`config.mk`:
```
export PLATFORM = sky130hd
export DESIGN_NAME = adc_moving_average_flat
export DESIGN_NICKNAME = d
export VERILOG_FILES = /design/src/rtl/adc_pkg.sv /design/src/rtl/adc_moving_average_if.sv /design/src/rtl/avg_sample_ram.sv /design/src/rtl/adc_moving_average.sv /design/src/flat_wrapper.sv
export SDC_FILE = /design/constraint.sdc
export NUM_CORES = 2
export LEC_CHECK = 0
export ABC_CLOCK_PERIOD_IN_PS = 3700
export BUFFER_PORTS_ARGS = -buffer_cell sky130_fd_sc_hd__clkbuf_2
export CAP_MARGIN = 0
export CORE_ASPECT_RATIO = 0.9
export CORE_MARGIN = 10
export CORE_UTILIZATION = 30
export CTS_CLUSTER_DIAMETER = 100
export DETAILED_ROUTE_END_ITERATION = 10
export PLACE_DENSITY = 0.48
export REMOVE_ABC_BUFFERS = 1
export SLEW_MARGIN = 20
export SYNTH_ARGS = -nofsm -noshare
export SYNTH_HDL_FRONTEND = slang
export SYNTH_SLANG_ARGS = --single-unit
export TNS_END_PERCENT = 5
```
`constraint.sdc`:
```
create_clock -name clk -period 3.7 [get_ports clk]
set_input_delay 0 -clock clk [delete_from_list [all_inputs] [get_ports clk]]
set_output_delay 0 -clock clk [all_outputs]
set_load 0.02 [all_outputs]
```
`src/rtl/adc_pkg.sv`:
```
// Shared ADC definitions: sample width, sample type and accumulator sizing.
package adc_pkg;
    localparam int ADC_WIDTH = 12;

    typedef logic [ADC_WIDTH-1:0] adc_sample_t;

    function automatic int sum_width(input int w, input int l2d);
        return w + l2d;
    endfunction
endpackage

```
`src/rtl/adc_moving_average_if.sv`:
```
// Sample-in / average-out stream bundle of the moving-average filter.
interface adc_moving_average_if
    import adc_pkg::*;
#(
    parameter int WIDTH = ADC_WIDTH
);
    // Strobe-only streams with no back-pressure: sample_valid qualifies
    // sample_in for exactly the cycle it is high, and avg_valid likewise
    // qualifies avg_out; a consumer must take the data in that cycle.
    logic             sample_valid;
    logic [WIDTH-1:0] sample_in;
    logic             avg_valid;
    logic [WIDTH-1:0] avg_out;
    logic             primed;

    modport master (
        output sample_valid,
        output sample_in,
        input  avg_valid,
        input  avg_out,
        input  primed
    );

    modport slave (
        input  sample_valid,
        input  sample_in,
        output avg_valid,
        output avg_out,
        output primed
    );
endinterface

```
`src/rtl/avg_sample_ram.sv`:
```
// Single-clock window store: one write port and one registered read port that
// returns the previous contents when reading and writing the same address.
module avg_sample_ram #(
    parameter int WIDTH  = 12,
    parameter int ADDR_W = 8
) (
    input  logic              clk,
    input  logic              wr_en,
    input  logic              rd_en,
    input  logic [ADDR_W-1:0] addr,
    input  logic [WIDTH-1:0]  wr_data,
    output logic [WIDTH-1:0]  rd_data
);
    logic [WIDTH-1:0] mem_q [0:(1<<ADDR_W)-1];
    logic [WIDTH-1:0] rd_data_q;

    // No reset, so the array maps onto block RAM; both non-blocking
    // assignments see the pre-edge contents, giving old-data behaviour.
    always_ff @(posedge clk) begin
        if (wr_en) begin
            mem_q[addr] <= wr_data;
        end
        if (rd_en) begin
            rd_data_q <= mem_q[addr];
        end
    end

    assign rd_data = rd_data_q;
endmodule

```
`src/rtl/adc_moving_average.sv`:
```
// Boxcar filter over the last 2**LOG2_DEPTH ADC samples: a running sum is
// updated with (new - evicted) and its upper bits form the truncated mean.
module adc_moving_average
    import adc_pkg::*;
#(
    parameter int WIDTH      = ADC_WIDTH,
    parameter int LOG2_DEPTH = 8
) (
    input  logic                 clk,
    input  logic                 reset_n,
    adc_moving_average_if.slave  bus
);
    localparam int DEPTH = 1 << LOG2_DEPTH;
    localparam int SUM_W = sum_width(WIDTH, LOG2_DEPTH);

    typedef logic [LOG2_DEPTH-1:0] ptr_t;
    typedef logic [LOG2_DEPTH:0]   cnt_t;
    typedef logic [SUM_W-1:0]      sum_t;
    typedef logic [WIDTH-1:0]      smp_t;

    localparam cnt_t DEPTH_CNT = cnt_t'(DEPTH);

    ptr_t wr_ptr_q,    wr_ptr_d;
    cnt_t fill_cnt_q,  fill_cnt_d;
    smp_t new_q,       new_d;
    logic v1_q,        v1_d;
    logic evict1_q,    evict1_d;
    logic full1_q,     full1_d;
    sum_t sum_q,       sum_d;
    logic v2_q,        v2_d;
    logic full2_q,     full2_d;
    smp_t avg_out_q,   avg_out_d;
    logic avg_valid_q, avg_valid_d;
    logic primed_q,    primed_d;
    smp_t old_data;
    smp_t sub_term;

    avg_sample_ram #(
        .WIDTH  (WIDTH),
        .ADDR_W (LOG2_DEPTH)
    ) u_ram (
        .clk     (clk),
        .wr_en   (bus.sample_valid),
        .rd_en   (bus.sample_valid),
        .addr    (wr_ptr_q),
        .wr_data (bus.sample_in),
        .rd_data (old_data)
    );

    always_comb begin
        wr_ptr_d    = wr_ptr_q;
        fill_cnt_d  = fill_cnt_q;
        new_d       = new_q;
        v1_d        = bus.sample_valid;
        evict1_d    = evict1_q;
        full1_d     = full1_q;
        sum_d       = sum_q;
        v2_d        = v1_q;
        full2_d     = full2_q;
        avg_out_d   = avg_out_q;
        avg_valid_d = v2_q;
        primed_d    = primed_q;

        // S1: the RAM slot at wr_ptr holds a real sample only once the window
        // has filled; before that it is stale and must not be subtracted.
        if (bus.sample_valid) begin
            wr_ptr_d = wr_ptr_q + ptr_t'(1);
            if (fill_cnt_q != DEPTH_CNT) begin
                fill_cnt_d = fill_cnt_q + cnt_t'(1);
            end
            new_d    = bus.sample_in;
            evict1_d = (fill_cnt_q == DEPTH_CNT);
            full1_d  = (fill_cnt_q >= DEPTH_CNT - cnt_t'(1));
        end

        sub_term = evict1_q ? old_data : '0;
        if (v1_q) begin
            sum_d   = sum_q + sum_t'(new_q) - sum_t'(sub_term);
            full2_d = full1_q;
        end

        if (v2_q) begin
            avg_out_d = sum_q[SUM_W-1:LOG2_DEPTH];
            primed_d  = primed_q | full2_q;
        end
    end

    always_ff @(posedge clk or negedge reset_n) begin
        if (!reset_n) begin
            wr_ptr_q    <= '0;
            fill_cnt_q  <= '0;
            new_q       <= '0;
            v1_q        <= 1'b0;
            evict1_q    <= 1'b0;
            full1_q     <= 1'b0;
            sum_q       <= '0;
            v2_q        <= 1'b0;
            full2_q     <= 1'b0;
            avg_out_q   <= '0;
            avg_valid_q <= 1'b0;
            primed_q    <= 1'b0;
        end else begin
            wr_ptr_q    <= wr_ptr_d;
            fill_cnt_q  <= fill_cnt_d;
            new_q       <= new_d;
            v1_q        <= v1_d;
            evict1_q    <= evict1_d;
            full1_q     <= full1_d;
            sum_q       <= sum_d;
            v2_q        <= v2_d;
            full2_q     <= full2_d;
            avg_out_q   <= avg_out_d;
            avg_valid_q <= avg_valid_d;
            primed_q    <= primed_d;
        end
    end

    assign bus.avg_out   = avg_out_q;
    assign bus.avg_valid = avg_valid_q;
    assign bus.primed    = primed_q;
endmodule

```
`src/flat_wrapper.sv`:
```
// flat-port wrapper written by rule: the top's interface ports become plain ports
module adc_moving_average_flat import adc_pkg::*;
#(
    parameter int WIDTH      = ADC_WIDTH,
    parameter int LOG2_DEPTH = 8
)
  (clk, reset_n, bus_sample_valid, bus_sample_in, bus_avg_valid, bus_avg_out, bus_primed);
  adc_moving_average_if #(.WIDTH(WIDTH)) bus_i ();
  input  logic clk;
  input  logic reset_n;
  input wire logic [$bits(bus_i.sample_valid)-1:0] bus_sample_valid;
  input wire logic [$bits(bus_i.sample_in)-1:0] bus_sample_in;
  output wire logic [$bits(bus_i.avg_valid)-1:0] bus_avg_valid;
  output wire logic [$bits(bus_i.avg_out)-1:0] bus_avg_out;
  output wire logic [$bits(bus_i.primed)-1:0] bus_primed;
  assign bus_i.sample_valid = bus_sample_valid;
  assign bus_i.sample_in = bus_sample_in;
  assign bus_avg_valid = bus_i.avg_valid;
  assign bus_avg_out = bus_i.avg_out;
  assign bus_primed = bus_i.primed;
  adc_moving_average #(.WIDTH(WIDTH), .LOG2_DEPTH(LOG2_DEPTH)) u_core (.clk(clk), .reset_n(reset_n), .bus(bus_i));
endmodule
```
* Yosys cells after proc, flatten, opt, wreduce, memory -nomap -nowiden
Memory sizes are Yosys's and may differ from the RTL's. A register that Yosys moved wholly into a read port is not among the register bits.
Cells that the tools add are included.
** Cells by class
- Add/subtract/negate cells :: 4
- $lt $le $gt $ge :: 1
- Eq/ne operators :: 2
- Multiplexer cells :: 3
- Bitwise operators :: 1
- Reduce and logical (&&, ||, !) cells :: 1
** Operators with widths (number)
- adder 20 x 12 -> 20 bit :: 1
- subtractor 20 x 12 -> 20 bit :: 1
- two-way mux 12 bit :: 1
- adder 9 x 1 -> 9 bit, second input constant :: 1
- == test 9 bit, second input constant :: 1
- greater-or-equal comparator 9 x 8 -> 1 bit, second input constant :: 1
- inequality test 9 bit, second input constant :: 1
- adder 8 x 1 -> 8 bit, second input constant :: 1
- two-way mux 1 bit :: 2
- AND reduction 2 bit :: 1
- bitwise OR 1 bit :: 1
** Storage, ports and cells
- Register bits after elaboration :: 68
- Memory bits (writable) :: 3072
- Bits of input ports :: 15
- Output and inout port bits :: 14
- Logic and storage cells :: 25
- Memories :: 1
** Memories
- u_core.u_ram.mem_q :: depth 256, width 12, rd ports 1, clocked after Yosys merged registers in 1, write ports 1, RTL line avg_sample_ram.sv:14 : logic [WIDTH-1:0] mem_q [0:(1<<ADDR_W)-1];

* Depth between registers and ports, before layout
- Depth after elaboration :: 2
- Gate-level depth with buffers :: 14
- Mapped depth without buffers :: 13

* Cells and area by module
Synthesis repeated with hierarchy kept, for this count alone.
** Second synthesis, totals
- Cells, all modules :: 5576
- Area, all modules :: 121156.2 um^2
** Modules (own cells, without submodules)
- avg_sample_ram :: instances 1, cells an instance 5137, area each 116964.7 um^2
- adc_moving_average :: instances 1, cells an instance 439, area each 4191.5 um^2

* Least setup slack after synthesis
Ideal clock, no wire load.
- Path kind :: reg-to-reg
- Start :: register u_core.wr_ptr_q[0]
- End :: memory u_core.u_ram.mem_q[100][0], enable pin
- Setup time :: 380 ps
- Arrival :: 2865 ps
- Slack :: 454 ps
- Stages on the path, launching flop included :: 14
- Path buffers :: 9
- Period minus slack after synthesis :: 3246 ps
- Path through :: dfrtp_1 -> buf_6 -> buf_12 -> buf_12 -> buf_6 -> buf_6 -> buf_6 -> buf_6 -> buf_4 -> inv_1 -> ha_1 -> nand3_1 -> clkbuf_1 -> nor2_1
** RTL lines
- from (decl) :: RTL line adc_moving_average.sv:23 : ptr_t wr_ptr_q, wr_ptr_d;
- from (signal assigned) :: RTL line adc_moving_average.sv:103 : wr_ptr_q <= wr_ptr_d;
- to (decl) :: RTL line avg_sample_ram.sv:14
No word-level cell before the write port.

==> run metrics <==
status=complete, no violations; Net Switching=34.16 mW; sequential share of power=0.376; Internal=around 74 mW; PwrDens=around 740 nW/um^2; Min-Delay Path Class=input pin to flip-flop; Area contributors post-synth=edfxtp_1 76%, mux4_2 15%, dfrtp_1 1.4%; RSZ-0062 raised after global routing=true; die area=432800 um^2; arrival time of the worst setup path=4.35 ns; share of the clock period used by the worst path=0.9985; clock share of power=0.310; drt drc=0; startpoint types=flip-flop; wire per inst=~29 um; Synth top area share=0.7588; clk_lat worst skew=between 0.9 and 1 ns; layout cells sized above 1=0.3094; Largest stage delay, worst path=0.58 ns; number of global-route vias before repair=approximately 62000; Yosys cell types=between 60 and 70; die width=between 600 and 700 um; worst-margin pin slew=1.306 ns; total global-route track usage=0.1560; detailed-router iteration count before antenna repair=7; Fin. Hold Viols=0; initial antenna violation count=25; CTS HTree Levels=5; Initial Util=0.3008; Root Driver=clkbuf_16; CP top delay family=compound AO/OA/AOI/OAI gates; Vias/cell=5.118; final WL=347900 um; I/O Pins=29; Layout area overhead=18.60%; Crit Path Class=flip-flop to flip-flop; FF/Latch Area=94330 um^2; Cells after Synth=around 5600; placed cell count=roughly 11000; Vias=between 60000 and 70000; HPWL Detailed=approximately 220000 um; combinational share of power=0.314; first-pass GRT wire length=490400 um; fin nets=about 6300; TritonCTS Sinks=3152; relative slew slack=0.1290; DR iter-0 viols=7210; # rows=roughly 220; Routed Antenna Nets=0; GRT overflow=0; Max rail drop VDD=~550 uV; Worst Skew=0.06382 ns; RD Place Congestion=about 0.82; area taken by multi-input logic gates=about 26000 um^2; IO buf count=28; Synth warnings=0; Tmin final=roughly 3.7 ns; P_leak=45.84 nW; crit path buf inv count=4; CP Capture Type=flip-flop; largest net degree at the start of global routing=between 100 and 150; Die Height=roughly 630 um; crit path max fanout=38; clk slew on worst S/H paths=about 0.060 ns; fraction of registers with async set/reset=0.02157; Seq cells post-synth=~3200; core area=405800 um^2; final std cells w/o fill=approximately 12000; Max Cap Viol=0; cell type with the largest total area after synthesis=edfxtp_1; CTS tree=yes; CP required=roughly 4.4 ns; max-slew violation count=0; Top FF cell, synth=edfxtp_1; highest clock rate=270.7 MHz; Worst path slowest cell=mux4_2; fin util=0.3567; Seq/Total Area, Yosys=0.7727; total CTS buffers=approximately 340; syn_area_per_cell=between 20 and 25 um^2; Synth Cell Area=about 120000 um^2; Post-synth EDFFs=just over 3000; Net Sw Frac=0.3169; Final Setup Violations=0; fillers=around 37000; crit path cell chain=buf_16 > buf_16 > mux4_2 > a22oi_2 > a21oi_1 > nor2_2 > buf_4 > o221ai_1 > a22oi_2 > buf_4 > o211ai_1; clk buf depth=4
[placed cells by master, fill, tap and decap left out, types with 69 or more instances in the layout]
cell type  count
edfxtp_1    3084
mux4_2       788
buf_4        589
clkbuf_16    340
nor2_1       287
a22oi_1      104
buf_12        83
clkbuf_1      82
a22o_1        76
mux2i_1       76
inv_1         70
a21oi_1       70
a221oi_1      69
[layout make-up]
type | instances | area share
Clock buffer | 422 | 0.06090
Timing Repair Buffer | 719 | 0.04566
Tap cell | 5376 | 0.04647
Sequential cell | 3152 | 0.6516
Antenna cell | 4 | 0.00006915
Multi-Input combinational cell | 1998 | 0.1794
Inverter | 71 | 0.001841
Clock inverter | 183 | 0.01399
[cell families after synthesis]
logic type,synth area share
xor+xnor,0.002009
mux,0.1547
buf+inv,0.01623
flops,0.7727
fa+ha+maj,0.004736
simple gates,0.02019
compound gates,0.02941
[path summary, 6_finish.rpt]
path | start | end | slack (ns) | cells past startpoint
max | u_core.wr_ptr_q[0] | u_core.u_ram.rd_data[1] | 0.005 | 11
min reg2reg | u_core.bus.primed | u_core.bus.primed | 0.47 | 1
min | bus_sample_in[8] | u_core.u_ram.mem_q[117][8] | 0.09 | 2
max reg2reg | u_core.wr_ptr_q[0] | u_core.u_ram.rd_data[1] | 0.005 | 11
min in group asynchronous | reset_n | u_core.bus.avg_out[5] | 0.19 | 4
max in group asynchronous | reset_n | u_core.wr_ptr_q[2] | 3.12 | 4
[metal layers]
layer  global-route usage  share of wire  vias to the layer above
met5                    0       0.000078                        -
met2               0.2417           0.46                     2119
met1               0.2290           0.45                    33540
met4              0.04000          0.026                        4
li1                     -              -                    24910
met3              0.02547          0.064                      456
[per-stage QoR]
stage	instance area [um^2]	TNS, ns	total power [mW]	setup WS [ns]	hold slack [ns]
6_report	144800	0	107.8	0.005409	0.08700
5_1_grt	144800	-0.1357	111.8	-0.06469	0.09855
4_1_cts	144700	-0.1880	108.8	-0.1789	0.04760
3_5_place_dp	133600	-1.482	75.16	-0.4391	0.2228
3_3_place_gp	133600	-1.787	75.15	-0.5000	0.2123
2_1_floorplan	120300	-	52.98	-29.42	-0.2956
[power groups by stage]
stage,clock network [mW],registers [mW],logic [mW]
after global routing,35.6,40.6,35.6
after global placement,0,41.3,33.8
final,33.4,40.6,33.8
after floorplan,0,41.7,11.3
after CTS,34.1,40.5,34.1
after detailed placement,0,41.3,33.8
[flip-flops by register name, summed over array words and instances, names as in the netlist]
name	count
u_core.avg_valid_d	1
u_core.bus.avg_out	12
u_core.bus.avg_valid	1
u_core.bus.primed	1
u_core.evict1_q	1
u_core.fill_cnt_q	9
u_core.full1_q	1
u_core.full2_q	1
u_core.new_q	12
u_core.sum_q	20
u_core.u_ram.mem_q	3072
u_core.u_ram.rd_data	12
u_core.v1_q	1
u_core.wr_ptr_q	8
[Yosys cell counts, drive strengths merged (3+ instances only)]
library cell  instances
nand3                35
a22oi               107
ha                   27
nor4                  8
o211ai               11
and3                 25
a21oi                72
a221oi               73
and2                 18
o221ai               14
a31oi                 5
xnor2                16
fa                   12
clkbuf              168
a211oi               10
nor2                290
a22o                 76
o21ai                50
a2111oi               8
mux2                 24
a41oi                 3
or2                   4
nand2b               12
nor2b                23
edfxtp             3084
nand4                15
dfrtp                68
mux4                792
mux2i                76
o22ai                31
a21o                  8
xor2                 12
nor3b                 3
buf                 164
inv                  71
nor3                 35
a32oi                 3
nand2                68
[repair_timing]
action	in CTS	in global routing
pin swaps	0	3
buffers inserted	2	0
hold buffers	16	0
endpoints found under the setup margin	6	10
resized for setup	8	15
hold endpoints to repair	2492	0
Note: power is estimated with default switching activity, not from simulation.
